==> src/rtl/sram8t_bist_if.sv <==
// ---------------------------------------------------------------------------
// sram8t_bist_if
// Bundles the two buses that meet at the BIST controller:
//   f_*      functional access port (cs/re/we/addr/din) from the system side
//   mem_*    SRAM macro pins (cs/re/we/addr/din) plus its registered dout
// Modports:
//   master : the BIST controller (reads f_* and mem_dout, drives mem_*)
//   slave  : the environment (drives f_* and mem_dout, observes mem_*)
// ---------------------------------------------------------------------------
interface sram8t_bist_if #(
    parameter int ADDR_WIDTH = 4,
    parameter int DATA_WIDTH = 8
);
    logic                  f_cs;
    logic                  f_re;
    logic                  f_we;
    logic [ADDR_WIDTH-1:0] f_addr;
    logic [DATA_WIDTH-1:0] f_din;

    logic                  mem_cs;
    logic                  mem_re;
    logic                  mem_we;
    logic [ADDR_WIDTH-1:0] mem_addr;
    logic [DATA_WIDTH-1:0] mem_din;
    logic [DATA_WIDTH-1:0] mem_dout;

    modport master (
        input  f_cs, f_re, f_we, f_addr, f_din, mem_dout,
        output mem_cs, mem_re, mem_we, mem_addr, mem_din
    );

    modport slave (
        output f_cs, f_re, f_we, f_addr, f_din, mem_dout,
        input  mem_cs, mem_re, mem_we, mem_addr, mem_din
    );
endinterface

==> src/rtl/sram8t_bist.sv <==
// ---------------------------------------------------------------------------
// sram8t_bist
// March C- self-test controller owning the 8T SRAM macro pins. While idle or
// done it passes the functional port straight through to the macro; while
// running it sequences the six March C- elements, compares the macro's
// registered read data and stops at the first mismatch.
// Ports:
//   clk, rst_n   clock shared with the SRAM; asynchronous active-low reset
//   start        single-cycle run request (accepted in IDLE or DONE only)
//   bus          sram8t_bist_if.master: f_* functional port in, mem_* out,
//                mem_dout in
//   busy         test in progress
//   done         test finished, held until the next accepted start
//   fail         mismatch found (valid while done)
//   fail_addr    address of the first mismatch
//   fail_elem    March element (0-5) of the first mismatch
//   fail_data    mem_dout captured at the first mismatch
// ---------------------------------------------------------------------------
module sram8t_bist #(
    parameter int ADDR_WIDTH = 4,
    parameter int DATA_WIDTH = 8
) (
    input  logic                  clk,
    input  logic                  rst_n,
    input  logic                  start,
    sram8t_bist_if.master         bus,
    output logic                  busy,
    output logic                  done,
    output logic                  fail,
    output logic [ADDR_WIDTH-1:0] fail_addr,
    output logic [2:0]            fail_elem,
    output logic [DATA_WIDTH-1:0] fail_data
);

    typedef enum logic [2:0] {
        S_IDLE,
        S_WR,
        S_RD_ISSUE,
        S_RD_CHECK,
        S_DONE
    } state_t;

    localparam logic [ADDR_WIDTH-1:0] ADDR_MAX  = '1;
    localparam logic [2:0]            LAST_ELEM = 3'd5;

    // March C- element table:
    //   0 U w0 | 1 U r0,w1 | 2 U r1,w0 | 3 D r0,w1 | 4 D r1,w0 | 5 U r0
    function automatic logic elem_down(input logic [2:0] e);
        return (e == 3'd3) || (e == 3'd4);
    endfunction

    function automatic logic elem_read_bg(input logic [2:0] e);
        return (e == 3'd2) || (e == 3'd4);
    endfunction

    function automatic logic elem_write_bg(input logic [2:0] e);
        return (e == 3'd1) || (e == 3'd3);
    endfunction

    function automatic logic elem_single_op(input logic [2:0] e);
        return (e == 3'd0) || (e == LAST_ELEM);
    endfunction

    state_t                state_q, state_d;
    logic [2:0]            elem_q, elem_d;
    logic                  op_q, op_d;       // 0: first op of element, 1: the trailing write
    logic [ADDR_WIDTH-1:0] addr_q, addr_d;
    logic                  fail_q, fail_d;
    logic [ADDR_WIDTH-1:0] fail_addr_q, fail_addr_d;
    logic [2:0]            fail_elem_q, fail_elem_d;
    logic [DATA_WIDTH-1:0] fail_data_q, fail_data_d;

    logic                  last_op;
    logic                  addr_end;
    logic [2:0]            elem_next;
    logic [DATA_WIDTH-1:0] rd_expect;

    assign last_op   = elem_single_op(elem_q) || op_q;
    // End of element is a compare against the sweep's final address, not a wrap test.
    assign addr_end  = elem_down(elem_q) ? (addr_q == '0) : (addr_q == ADDR_MAX);
    assign elem_next = elem_q + 3'd1;
    assign rd_expect = {DATA_WIDTH{elem_read_bg(elem_q)}};

    // ---------------- state register ----------------
    always_ff @(posedge clk or negedge rst_n) begin
        if (!rst_n) begin
            // NOTE: sequential state uses non-blocking assignments so every
            // register samples the pre-edge values of its neighbours.
            state_q     <= S_IDLE;
            elem_q      <= '0;
            op_q        <= 1'b0;
            addr_q      <= '0;
            fail_q      <= 1'b0;
            fail_addr_q <= '0;
            fail_elem_q <= '0;
            fail_data_q <= '0;
        end else begin
            state_q     <= state_d;
            elem_q      <= elem_d;
            op_q        <= op_d;
            addr_q      <= addr_d;
            fail_q      <= fail_d;
            fail_addr_q <= fail_addr_d;
            fail_elem_q <= fail_elem_d;
            fail_data_q <= fail_data_d;
        end
    end

    // ---------------- next state ----------------
    always_comb begin
        // NOTE: every variable gets a default first so no path leaves one
        // unassigned and infers a latch.
        state_d     = state_q;
        elem_d      = elem_q;
        op_d        = op_q;
        addr_d      = addr_q;
        fail_d      = fail_q;
        fail_addr_d = fail_addr_q;
        fail_elem_d = fail_elem_q;
        fail_data_d = fail_data_q;

        unique case (state_q)
            S_IDLE, S_DONE: begin
                if (start) begin
                    state_d     = S_WR;
                    elem_d      = '0;
                    op_d        = 1'b0;
                    addr_d      = '0;
                    fail_d      = 1'b0;
                    fail_addr_d = '0;
                    fail_elem_d = '0;
                    fail_data_d = '0;
                end
            end

            S_RD_ISSUE: state_d = S_RD_CHECK;

            S_WR, S_RD_CHECK: begin
                if (state_q == S_RD_CHECK && bus.mem_dout != rd_expect) begin
                    state_d     = S_DONE;
                    fail_d      = 1'b1;
                    fail_addr_d = addr_q;
                    fail_elem_d = elem_q;
                    fail_data_d = bus.mem_dout;
                end else if (!last_op) begin
                    // Only elements 1-4 have a second op, and it is always a write.
                    op_d    = 1'b1;
                    state_d = S_WR;
                end else if (!addr_end) begin
                    op_d    = 1'b0;
                    addr_d  = elem_down(elem_q) ? addr_q - 1'b1 : addr_q + 1'b1;
                    state_d = (elem_q == 3'd0) ? S_WR : S_RD_ISSUE;
                end else if (elem_q == LAST_ELEM) begin
                    state_d = S_DONE;
                end else begin
                    // Every element after 0 opens with a read.
                    elem_d  = elem_next;
                    op_d    = 1'b0;
                    addr_d  = elem_down(elem_next) ? ADDR_MAX : '0;
                    state_d = S_RD_ISSUE;
                end
            end

            default: state_d = S_IDLE;
        endcase
    end

    // ---------------- SRAM pin mux ----------------
    always_comb begin
        bus.mem_cs   = bus.f_cs;
        bus.mem_re   = bus.f_re;
        bus.mem_we   = bus.f_we;
        bus.mem_addr = bus.f_addr;
        bus.mem_din  = bus.f_din;

        unique case (state_q)
            S_WR: begin
                bus.mem_cs   = 1'b1;
                bus.mem_re   = 1'b0;
                bus.mem_we   = 1'b1;
                bus.mem_addr = addr_q;
                bus.mem_din  = {DATA_WIDTH{elem_write_bg(elem_q)}};
            end
            S_RD_ISSUE: begin
                bus.mem_cs   = 1'b1;
                bus.mem_re   = 1'b1;
                bus.mem_we   = 1'b0;
                bus.mem_addr = addr_q;
                bus.mem_din  = '0;
            end
            S_RD_CHECK: begin
                // Quiet cycle: the registered dout from RD_ISSUE is compared at its end.
                bus.mem_cs   = 1'b0;
                bus.mem_re   = 1'b0;
                bus.mem_we   = 1'b0;
                bus.mem_addr = addr_q;
                bus.mem_din  = '0;
            end
            default: ;
        endcase
    end

    // ---------------- status ----------------
    assign busy      = (state_q == S_WR) || (state_q == S_RD_ISSUE) || (state_q == S_RD_CHECK);
    assign done      = (state_q == S_DONE);
    assign fail      = fail_q;
    assign fail_addr = fail_addr_q;
    assign fail_elem = fail_elem_q;
    assign fail_data = fail_data_q;

endmodule

==> src/flat_wrapper.sv <==
// flat-port wrapper written by rule: the top's interface ports become plain ports
module sram8t_bist_flat 
#(
    parameter int ADDR_WIDTH = 4,
    parameter int DATA_WIDTH = 8
)
  (clk, rst_n, start, busy, done, fail, fail_addr, fail_elem, fail_data, bus_f_cs, bus_f_re, bus_f_we, bus_f_addr, bus_f_din, bus_mem_dout, bus_mem_cs, bus_mem_re, bus_mem_we, bus_mem_addr, bus_mem_din);
  sram8t_bist_if #(.ADDR_WIDTH(ADDR_WIDTH), .DATA_WIDTH(DATA_WIDTH)) bus_i ();
  input  logic clk;
  input  logic rst_n;
  input  logic start;
  output logic busy;
  output logic done;
  output logic fail;
  output logic [ADDR_WIDTH-1:0] fail_addr;
  output logic [2:0] fail_elem;
  output logic [DATA_WIDTH-1:0] fail_data;
  input wire logic [$bits(bus_i.f_cs)-1:0] bus_f_cs;
  input wire logic [$bits(bus_i.f_re)-1:0] bus_f_re;
  input wire logic [$bits(bus_i.f_we)-1:0] bus_f_we;
  input wire logic [$bits(bus_i.f_addr)-1:0] bus_f_addr;
  input wire logic [$bits(bus_i.f_din)-1:0] bus_f_din;
  input wire logic [$bits(bus_i.mem_dout)-1:0] bus_mem_dout;
  output wire logic [$bits(bus_i.mem_cs)-1:0] bus_mem_cs;
  output wire logic [$bits(bus_i.mem_re)-1:0] bus_mem_re;
  output wire logic [$bits(bus_i.mem_we)-1:0] bus_mem_we;
  output wire logic [$bits(bus_i.mem_addr)-1:0] bus_mem_addr;
  output wire logic [$bits(bus_i.mem_din)-1:0] bus_mem_din;
  assign bus_i.f_cs = bus_f_cs;
  assign bus_i.f_re = bus_f_re;
  assign bus_i.f_we = bus_f_we;
  assign bus_i.f_addr = bus_f_addr;
  assign bus_i.f_din = bus_f_din;
  assign bus_i.mem_dout = bus_mem_dout;
  assign bus_mem_cs = bus_i.mem_cs;
  assign bus_mem_re = bus_i.mem_re;
  assign bus_mem_we = bus_i.mem_we;
  assign bus_mem_addr = bus_i.mem_addr;
  assign bus_mem_din = bus_i.mem_din;
  sram8t_bist #(.ADDR_WIDTH(ADDR_WIDTH), .DATA_WIDTH(DATA_WIDTH)) u_core (.clk(clk), .rst_n(rst_n), .start(start), .bus(bus_i), .busy(busy), .done(done), .fail(fail), .fail_addr(fail_addr), .fail_elem(fail_elem), .fail_data(fail_data));
endmodule
==> config.mk <==
export PLATFORM = sky130hd
export DESIGN_NAME = sram8t_bist_flat
export DESIGN_NICKNAME = d
export VERILOG_FILES = /design/src/rtl/sram8t_bist_if.sv /design/src/rtl/sram8t_bist.sv /design/src/flat_wrapper.sv
export SDC_FILE = /design/constraint.sdc
export NUM_CORES = 1
export LEC_CHECK = 0
export BUFFER_PORTS_ARGS = -buffer_cell sky130_fd_sc_hd__buf_2
export CORE_MARGIN = 3
export CORE_UTILIZATION = 45
export CTS_CLUSTER_DIAMETER = 120
export CTS_CLUSTER_SIZE = 25
export DETAILED_ROUTE_END_ITERATION = 8
export GPL_TIMING_DRIVEN = 0
export PLACE_DENSITY_LB_ADDON = 0.15
export SLEW_MARGIN = 20
export SYNTH_ARGS = -nofsm -noshare
export SYNTH_HDL_FRONTEND = slang
export SYNTH_SLANG_ARGS = --single-unit
==> constraint.sdc <==
create_clock -name clk -period 2.52 [get_ports clk]
set_input_delay 0.252 -clock clk [delete_from_list [all_inputs] [get_ports clk]]
set_output_delay 0.252 -clock clk [all_outputs]
set_load 0.03 [all_outputs]
After elaboration in Yosys (flattened, before gate mapping). Cells that the tools add are included.

Add/sub/neg operators: 3. $mul: 0. Divide/modulo/power cells: 0. Multiplexer cells: 42. Magnitude comparators: 0. Equal/unequal tests: 21. Shifts and indexed selects: 0. Bitwise logic cells: 0. Reduce and logical (&&, ||, !) cells: 22.

Operators with widths (count): $mux W4 (9); $mux W3 (11); $pmux W8 S2 (2); $mux W8 (2); $pmux W4 S2 (2); $eq A3 B2 Y1 const B (5); $eq A3 B3 Y1 const B (4); $pmux W3 S2 (2); $pmux W1 S2 (5); $pmux W3 S3 (1); $logic_or A1 B1 Y1 (8); $ne A8 B8 Y1 (1); $reduce_or A2 Y1 (4); $mux W1 (7); $eq A3 B1 Y1 const B (2); $logic_not A3 Y1 (2); $ne A2 B1 Y1 const B (3); $ne A2 B2 Y1 const B (3); $reduce_and A6 Y1 (1); $reduce_and A5 Y1 (1); $add A4 B1 Y4 const B (1); $eq A4 B4 Y1 const B (1); $logic_not A4 Y1 (1); $ne A4 B4 Y1 const B (1); 9 further kinds (9).

Latch bits: 0. Memories kept: 0. Bits in registers: 27. Output and inout port bits: 33. RAM bits: 0. Memory bits (read-only): 0.

Logic depth before layout (Yosys ltp). Gate-level depths: netlist of run 1.

Depth after elaboration: 9. Gate-level depth with buffers: 9. Depth with buffers taken out: 9.

Least setup slack after synthesis of run 1. Ideal clock, no wire load.

Path type: flip-flop to flip-flop. Start point: register u_core.elem_q[0]. End point: register u_core.addr_q[3]. Period minus slack after synthesis: 2339 ps. Required time: 2442 ps. Arrival: 2262 ps. Path buffers: 0. Slack: 181 ps. Stages on the path, launching flop included: 10. Path through: dfrtp_1 inv_1 ha_1 mux2_2 ha_1 a21o_1 a21oi_1 a21oi_1 or4b_1 o2bb2ai_1.

Longest elaborated chain between the ends: 9. Elaborated cells on any way between the ends: 27.

RTL lines: start: declaration (RTL line sram8t_bist.sv:65) `logic [2:0] elem_q, elem_d;`; start signal: assignment (RTL line sram8t_bist.sv:99) `elem_q <= elem_d;`; $add A3 B1 Y3 (RTL line sram8t_bist.sv:81) `assign elem_next = elem_q + 3'd1;`; $eq A3 B2 Y1 / $eq A3 B3 Y1 (equally long branches) (RTL line sram8t_bist.sv:49) `return (e == 3'd3) || (e == 3'd4);`; $logic_or A1 B1 Y1 (RTL line sram8t_bist.sv:49); $mux W4 (RTL line sram8t_bist.sv:159) `addr_d = elem_down(elem_next) ? ADDR_MAX : '0;`; $mux W4 (RTL line sram8t_bist.sv:153) `end else if (elem_q == LAST_ELEM) begin`; $mux W4 (RTL line sram8t_bist.sv:149) `end else if (!addr_end) begin`; $mux W4 (RTL line sram8t_bist.sv:145) `end else if (!last_op) begin`; $mux W4 (RTL line sram8t_bist.sv:139) `if (state_q == S_RD_CHECK && bus.mem_dout != rd_expect) begin`; $pmux W4 S2 (RTL line sram8t_bist.sv:122) `unique case (state_q)`; end signal: assignment (RTL line sram8t_bist.sv:101) `addr_q <= addr_d;`; end: declaration (RTL line sram8t_bist.sv:67) `logic [ADDR_WIDTH-1:0] addr_q, addr_d;`.

Several ways; a longest one is shown, not always the timed one. The select of a mux whose other input is x is not followed. A chain may end at the register's enable or synchronous reset.

Final worst setup path of run 1. Same ends and word-level chain as after synthesis.

==> impl_summary.md, run 1 <==
Setup path
The worst setup path is captured at a flip-flop. In this run the worst path has a maximum fanout of 7. STA classifies the critical path startpoint as a flip-flop. The largest single stage delay on the critical path is 500 ps. The critical path is of the reg2reg type. On the critical path, the stage with the largest delay is an instance of or4b_1. The setup slack of the worst register-to-register path is 110 ps. The destination of the worst register-to-register timing path is u_core.addr_q[3]. Data on the critical path arrives at its endpoint at 2610 ps.

Walking the worst path, the cells encountered are inv_1 -> ha_2 -> mux2_4 -> ha_1 -> a21o_1 -> a21oi_2 -> a21oi_1 -> or4b_1 -> o2bb2ai_1. At the worst endpoint, the required time is 2720 ps. For the worst flop-to-flop path, the logic depth is 9. The beginning of the worst register-to-register path is u_core.elem_q[0].

Final layout
0 antenna diodes ended up in the layout. Relative to the synthesized area, the layout overhead comes to 26.0%. After the last flow step, the layout net total stands at 311.

Of the cells placed in the final design, the portion with a size suffix greater than 1 is 0.286. Leaving out fill and tap cells, the most frequent cells in the layout are buf_2 (59), nand2_1 (58), dfrtp_1 (25), o21ai_0 (20), nor2_1 (12). The leading cell type in the layout, fill and taps excluded is buf_2. Counting the fill cells in the layout gives 307.

Global route
For met1 alone, demand over resource in global routing was 0.273. The number of global-route vias before repair is 1506. The busiest layer in global routing is met2. In the global route stage, met3 resource usage came out at 0.0349. The number of antenna violations at the first check in global routing came to 0. Global routing finished with a remaining overflow of 0.

For this run, global-route usage on met2 was measured as 0.314. The pin count of the biggest net entering global routing is 28. The total routing resource utilization after global routing is 0.195. The first-pass GRT wire length is 6980 um.

STA
The final count of negative-setup-slack endpoints is 0. Setup repair after global routing left no endpoint under its margin. The final count of hold timing violations is 0. The clock arrives with 3.96 ps of skew. The accumulated negative setup slack is 0 ps. Hold timing on the final database bottoms out at a slack of 188 ps. The achievable frequency is 0.415 GHz. The final period utilization is 0.956.

The count of pins over their slew limit came to 0. The worst-margin pin slew is 597 ps. The normalized max-slew margin is 0.602. After layout, the minimum clock period comes to 2410 ps.

Power and ir drop
The largest voltage drop on the vdd net is 0.620 mV. In this run the static leakage power is 0.00113 uW. For this design the ratio of total power to cell area is 1150 mW/mm2.

Clocking
The clock tree from TritonCTS is yes. The later pin in the worst-skew pair is clocked with a latency of 270 ps. CTS built an H-tree with a depth of 1.

The clock transition at the registers of the reported paths is 90 ps. Clock tree synthesis inserted a total of 3 buffers. Clock tree synthesis found a total of 27 sinks. The maximum count of clock buffers along a single path is 2.

In this run the clock root is driven by a clkbuf_8.

Floorplanning
The die is 67.4 um wide. The total area inside the core boundary comes to 0.00349 mm2. The floorplan step defined a die boundary enclosing 0.00454 mm2. After floorplanning, the core was divided into 21 placement rows. 59 I/O pins were placed.

The floorplan step set the die height to 67.4 um. The initial standard-cell utilization of the core is 0.485.

Min path
For hold timing, the worst endpoint is u_core.state_q[2]. The worst hold path begins at start. The worst hold path passes through 2 cells. The class of the tightest hold or removal check is in2reg.

Placed design
Detailed placement ended at an HPWL of 3120 um. Input and output buffers added on the ports amount to 58. Routability-driven placement finished with a final weighted congestion of 0.803.

Yosys
The cell type with the highest aggregate area in the netlist is dfrtp_1. The share of synthesized area in the top cell type comes to 0.398. The number of storage elements in the synthesis netlist is 27.

The average footprint of a synthesized cell is 8.08 um2. Counting every instance in the synthesized netlist gives 210. The total standard cell area after synthesis is 0.00170 mm2.

By area the synthesized netlist is led by dfrtp_1 (40%), nand2_1 (13%), o21ai_0 (5.9%). The synthesized netlist contains 42 unique library cells. The count of yosys warnings during synthesis is 0. The post-synthesis net count is 244. For this run, the register share of the synthesized area comes to 0.398.

Route
After detailed routing, the number of vias per cell comes to 5.10. For this block, the routed nets add up to 4260 um of wire. The total number of vias is 1643. Once detail routing completed, the nets flagged for antenna violations numbered 0. In the routed design, unresolved DRC markers number 0. The number of design-rule violations left by the first detailed-router iteration is 68. Dividing the detail-routed wire length by the instance count gives 13.2 um. The detailed-routing iteration count for the pre-antenna-repair pass is 4.

Job
The total of max-cap violations is 0.

Outcome
The run finished with clean final reports.
[worst max path at each step]
stage / depth (start not counted) / to / start
2_1_floorplan: 9 / u_core.addr_q[3] / u_core.elem_q[0]
3_3_place_gp: 9 / u_core.addr_q[3] / u_core.elem_q[0]
3_5_place_dp: 9 / u_core.addr_q[3] / u_core.elem_q[1]
4_1_cts: 9 / u_core.addr_q[3] / u_core.elem_q[1]
5_1_grt: 9 / u_core.addr_q[3] / u_core.elem_q[0]
6_report: 9 / u_core.addr_q[3] / u_core.elem_q[0]
[what timing repair did]
action,4_1_cts,5_1_grt
endpoints found under the setup margin,3,17
gates resized for setup,3,6
hold buffers,1,0
setup buffers,1,2
gates cloned,0,0
endpoints found under the hold margin,18,0
[cells in the mapped netlist, drive strengths merged]
library cell and n:
a211o 2, a21o 3, a21oi 9, a22o 2, a22oi 1, a31o 1, a31oi 1, and2 2
and3 1, and4b 1, buf 2, clkbuf 13, dfrtp 27, fa 1, ha 7, inv 9
mux2 5, mux2i 3, nand2 58, nand2b 2, nand3 3, nand4 3, nor2 12, nor2b 3
nor3 4, nor4 2, o21ai 20, o2bb2ai 2, o31ai 1, o32ai 1, o41ai 1, or2 1
or3 3, or3b 1, or4 1, or4b 1, xnor2 1
[cell families (layout without fill, tap and decap cells)]
| logic type | after synthesis | in the layout | share of synthesized area |
|---|---|---|---|
| xor gates and xnor gates | 1 | 1 | 0.00516 |
| muxes | 8 | 8 | 0.0553 |
| adders and majority gates | 8 | 8 | 0.0634 |
| and+or+nand+nor | 98 | 98 | 0.262 |
| AOI/OAI and AO/OA | 44 | 44 | 0.158 |
| buffers and inverters | 24 | 90 | 0.0583 |
| DFF | 27 | 27 | 0.398 |
[critical path: cells and delay by family, from the launching register on]
| family | cells | cell delay, ps |
|---|---|---|
| fa+ha+maj | 2 | 490 |
| buf+inv | 1 | 70 |
| compound gates | 4 | 540 |
| simple gates | 1 | 500 |
| mux | 1 | 320 |
| flops | 1 | 410 |
[routing by layer]
layer,part of all wire,wire length (um)
met4,0.0085,36
met3,0.043,185
met5,0,0
met2,0.48,2060
met1,0.46,1980
[flip-flops by register name, summed over array words and instances (netlist names)]
register / count
u_core.fail_data: 8
u_core.addr_q: 4
u_core.fail_addr: 4
u_core.elem_q: 3
u_core.fail_elem: 3
u_core.state_q: 3
u_core.fail: 1
u_core.op_q: 1
[through the flow]
step,instances,util,total power (uW),setup WS [ps],cell area [um2]
6_report,322,0.612,2470,111,2140
5_1_grt,322,0.612,2650,13.3,2140
4_1_cts,320,0.605,2450,2.05,2110
3_5_place_dp,314,0.585,2200,-79.2,2040
3_3_place_gp,314,0.585,2190,-73.7,2040
2_1_floorplan,210,-,1790,181,1700
[final cells by class]
class	instances	area, um2	share of cell area
Clock buffer	3	41.3	0.0193
Sequential cell	27	678	0.317
Multi-Input combinational cell	159	932	0.436
Clock inverter	1	5.00	0.00234
Timing Repair Buffer	62	323	0.151
Tap cell	46	57.6	0.0269
Buffer	15	67.6	0.0316
Inverter	9	33.8	0.0158
[where the power goes]
group          internal [uW]  switching, uW  leakage [uW]
combinational            512           1030      0.000740
sequential               568            106      0.000363
clock                    111            136     0.0000255
total                   1190           1280       0.00113
No activity file was read; power rests on OpenSTA's default activity.
==> inputs of run 2 (changes only) <==
PLACE_DENSITY_LB_ADDON = 0.3   (was 0.15)
==> run 2 against run 1 <==
  * Cell area up 0.47%
  * Core utilization up 0.29 points
  * Global-route usage down 0.77 points
  * First-iteration DRC count down 28%
  * Clock power up 4%
  * Largest power group unchanged
  * Via count up 0.61%
==> impl_summary.md, run 2 (synthesized netlist as in run 1, its figures left out) <==
Outcome
Run status: complete, no violations (unchanged).

Final layout
The growth of design area from synthesis to finish is 26.6% (was 26.0%). The number of inserted diodes was 0 (unchanged). The leading cell type in the layout, fill and taps excluded is buf_2 (unchanged). The fill cell total of the finished layout is 322 (was 307). The flip-flop count of the largest register after layout is 8 (unchanged). The ratio of cells with drive above 1 in the final layout is 0.283 (was 0.286). Most frequent cells in the layout: buf_2 (59), nand2_1 (58), dfrtp_1 (27), o21ai_0 (20), clkbuf_1 (13) (was buf_2 (59), nand2_1 (58), dfrtp_1 (25), o21ai_0 (20), nor2_1 (12)).

The total number of nets in the final design is 311 (unchanged). The final standard cell count with taps included and fillers excluded is 322 (unchanged). The final core utilization is 0.615 (was 0.612).

Route
The mean routed wirelength per cell came to 12.6 um (was 13.2 um). The aggregate routed wire length is 4070 um (was 4260 um). The total number of vias is 1653 (was 1643). The number of design-rule violations left by the first detailed-router iteration is 49 (was 68). The detailed-route vias per instance is 5.13 (was 5.10). The detailed-routing iteration count for the pre-antenna-repair pass is 4 (unchanged). The number of design rule violations left after detail routing is 0 (unchanged). The post-detailed-route count of antenna-violating nets was 0 (unchanged).

Placed design
The last weighted congestion value of the routability-driven placer was 0.836 (was 0.803). The cell total after placement is 314 (unchanged). The number of port buffers came to 58 (unchanged). The total half-perimeter wirelength after legalization and detailed placement came to 3030 um (was 3120 um).

Floorplanning
The total die area is 0.00454 mm2 (unchanged). The initial standard-cell utilization of the core is 0.485 (unchanged). The core outline area came to 0.00349 mm2 (unchanged). The row count was 21 (unchanged). The total I/O pin count is 59 (unchanged).

The die width is 67.4 um (unchanged). The die span in y is 67.4 um (unchanged).

Global route
The first-pass GRT wire length is 6670 um (was 6980 um). The number of global-route vias before repair was 1496 (was 1506). The number of antenna violations at the first check in global routing was 0 (unchanged).

The total routing resource utilization after global routing is 0.188 (was 0.195). The pin count of the biggest net entering global routing is 28 (unchanged). The residual overflow from global routing is 0 (unchanged).

Setup path
The kind of end point of the critical path is a flip-flop (unchanged). The setup slack of the worst register-to-register path is 110 ps (about the same). The worst-path maximum fanout is 7 (unchanged). Cell breakdown of the critical path: inv_1 -> ha_2 -> mux2_4 -> ha_1 -> a21o_1 -> a21oi_2 -> a21oi_1 -> or4b_1 -> o2bb2ai_2 (was inv_1 -> ha_2 -> mux2_4 -> ha_1 -> a21o_1 -> a21oi_2 -> a21oi_1 -> or4b_1 -> o2bb2ai_1).

The largest delay contributor family on the critical path was compound AO/OA/AOI/OAI gates (unchanged). The combined buffer and inverter count along the critical path was 1 (unchanged). The startpoint type of the worst setup path is a flip-flop (unchanged). The destination of the worst register-to-register timing path is u_core.addr_q[3] (unchanged). The depth of the worst register-to-register path came to 9 (unchanged). The signal arrival time at the worst endpoint is 2620 ps (was 2610 ps).

The cell with the largest stage delay on the worst path is or4b_1 (unchanged). The critical path's largest stage delay is 520 ps (was 500 ps). The kind of critical path is reg2reg (unchanged). The beginning of the worst register-to-register path is u_core.elem_q[0] (unchanged). The data required time of the worst path is 2730 ps (was 2720 ps).

Clocking
The maximum count of clock buffers along a single path came to 2 (unchanged). The number of H-tree levels is 1 (unchanged). The buffer cell driving the clock tree root was clkbuf_8 (unchanged). The total number of clock tree sinks was 27 (unchanged). The clock transition at the registers of the reported paths is 90 ps (about the same).

The clock tree from TritonCTS is yes (unchanged). The clock insertion delay at the later pin of the skew report is 270 ps (about the same). The number of CTS-inserted buffers is 3 (unchanged).

STA
The final period utilization is 0.957 (was 0.956). The normalized max-slew margin was 0.610 (was 0.602). The worst-margin pin slew is 585 ps (was 597 ps). The final count of negative-setup-slack endpoints is 0 (unchanged). The achievable frequency is 0.415 GHz (about the same). The final period demand of the worst path came to 2410 ps (about the same).

The count of pins over their slew limit was 0 (unchanged). The worst clock skew is 1.74 ps (was 3.96 ps). The final count of hold timing violations is 0 (unchanged).

Power and ir drop
The largest voltage drop on the vdd net is 0.501 mV (was 0.620 mV). The reported leakage power was 0.00113 uW (about the same). The total power draw is 2480 uW (was 2470 uW). The power per unit of standard cell area is 1160 mW/mm2 (was 1150 mW/mm2).

Min path
The class of the tightest hold or removal check is in2reg (unchanged). The endpoint with the worst hold slack is u_core.state_q[2] (unchanged). The worst hold path cell count is 2 (unchanged).

The startpoint of the tightest hold check path is start (unchanged).

Job
The total of max-cap violations is 0 (unchanged).
-- run 2: worst register-to-register path: stages, from the launching register on --
cell	delay, ps
dfrtp_1	400
inv_1	80
ha_2	200
mux2_4	320
ha_1	300
a21o_1	200
a21oi_2	150
a21oi_1	60
or4b_1	520
o2bb2ai_2	130
-- run 2: per-stage QoR --
step           setup TNS [ps]  setup WS (ps)  area [um2]  hold WS (ps)
2_1_floorplan               0            181        1700         -43.6
3_3_place_gp            -26.6          -26.6        2040           280
3_5_place_dp            -33.8          -33.8        2040           290
4_1_cts                     0           43.4        2130           180
5_1_grt                 -2.41          -1.81        2150           204
6_report                    0            109        2150           180
-- run 2: repair_timing --
action / 4_1_cts / 5_1_grt
endpoints found under the setup margin: 2 / 4
hold buffers: 1 / 0
pin swaps: 0 / 1
endpoints found under the hold margin: 27 / 0
gates cloned: 0 / 0
resized for setup: 1 / 5
buffers inserted: 3 / 0
-- run 2: area by class of cell --
class,count,area (um2),area share
Sequential cell,27,676,0.315
Clock inverter,1,8.76,0.00408
Timing Repair Buffer,62,323,0.150
Multi-Input combinational cell,159,943,0.439
Inverter,9,33.8,0.0157
Clock buffer,3,41.3,0.0192
Tap cell,46,57.6,0.0268
Buffer,15,65.1,0.0303
-- run 2: how the worst max path moves through the flow --
| stage | from | end | slack [ps] | depth (start not counted) |
|---|---|---|---|---|
| 2_1_floorplan | u_core.elem_q[0] | u_core.addr_q[3] | 180 | 9 |
| 3_3_place_gp | u_core.elem_q[0] | u_core.addr_q[3] | -30 | 9 |
| 3_5_place_dp | u_core.elem_q[0] | u_core.addr_q[3] | -30 | 9 |
| 4_1_cts | u_core.elem_q[1] | u_core.addr_q[3] | 40 | 9 |
| 5_1_grt | u_core.elem_q[1] | u_core.fail_data[1] | -2 | 9 |
| 6_report | u_core.elem_q[0] | u_core.addr_q[3] | 110 | 9 |
-- run 2: power breakdown --
group | total, uW | switching [uW] | internal [uW]
clock network | 257 | 141 | 116
logic | 1550 | 1040 | 510
registers | 676 | 110 | 567
-- run 2: metal layers --
| layer | vias up | share of wire | track usage | routed length [um] |
|---|---|---|---|---|
| met5 | - | 0 | 0 | 0 |
| li1 | 844 | - | - | - |
| met3 | 2 | 0.034 | 0.0283 | 140 |
| met2 | 28 | 0.50 | 0.314 | 2030 |
| met1 | 779 | 0.46 | 0.257 | 1880 |
| met4 | 0 | 0.0034 | 0.0405 | 14 |
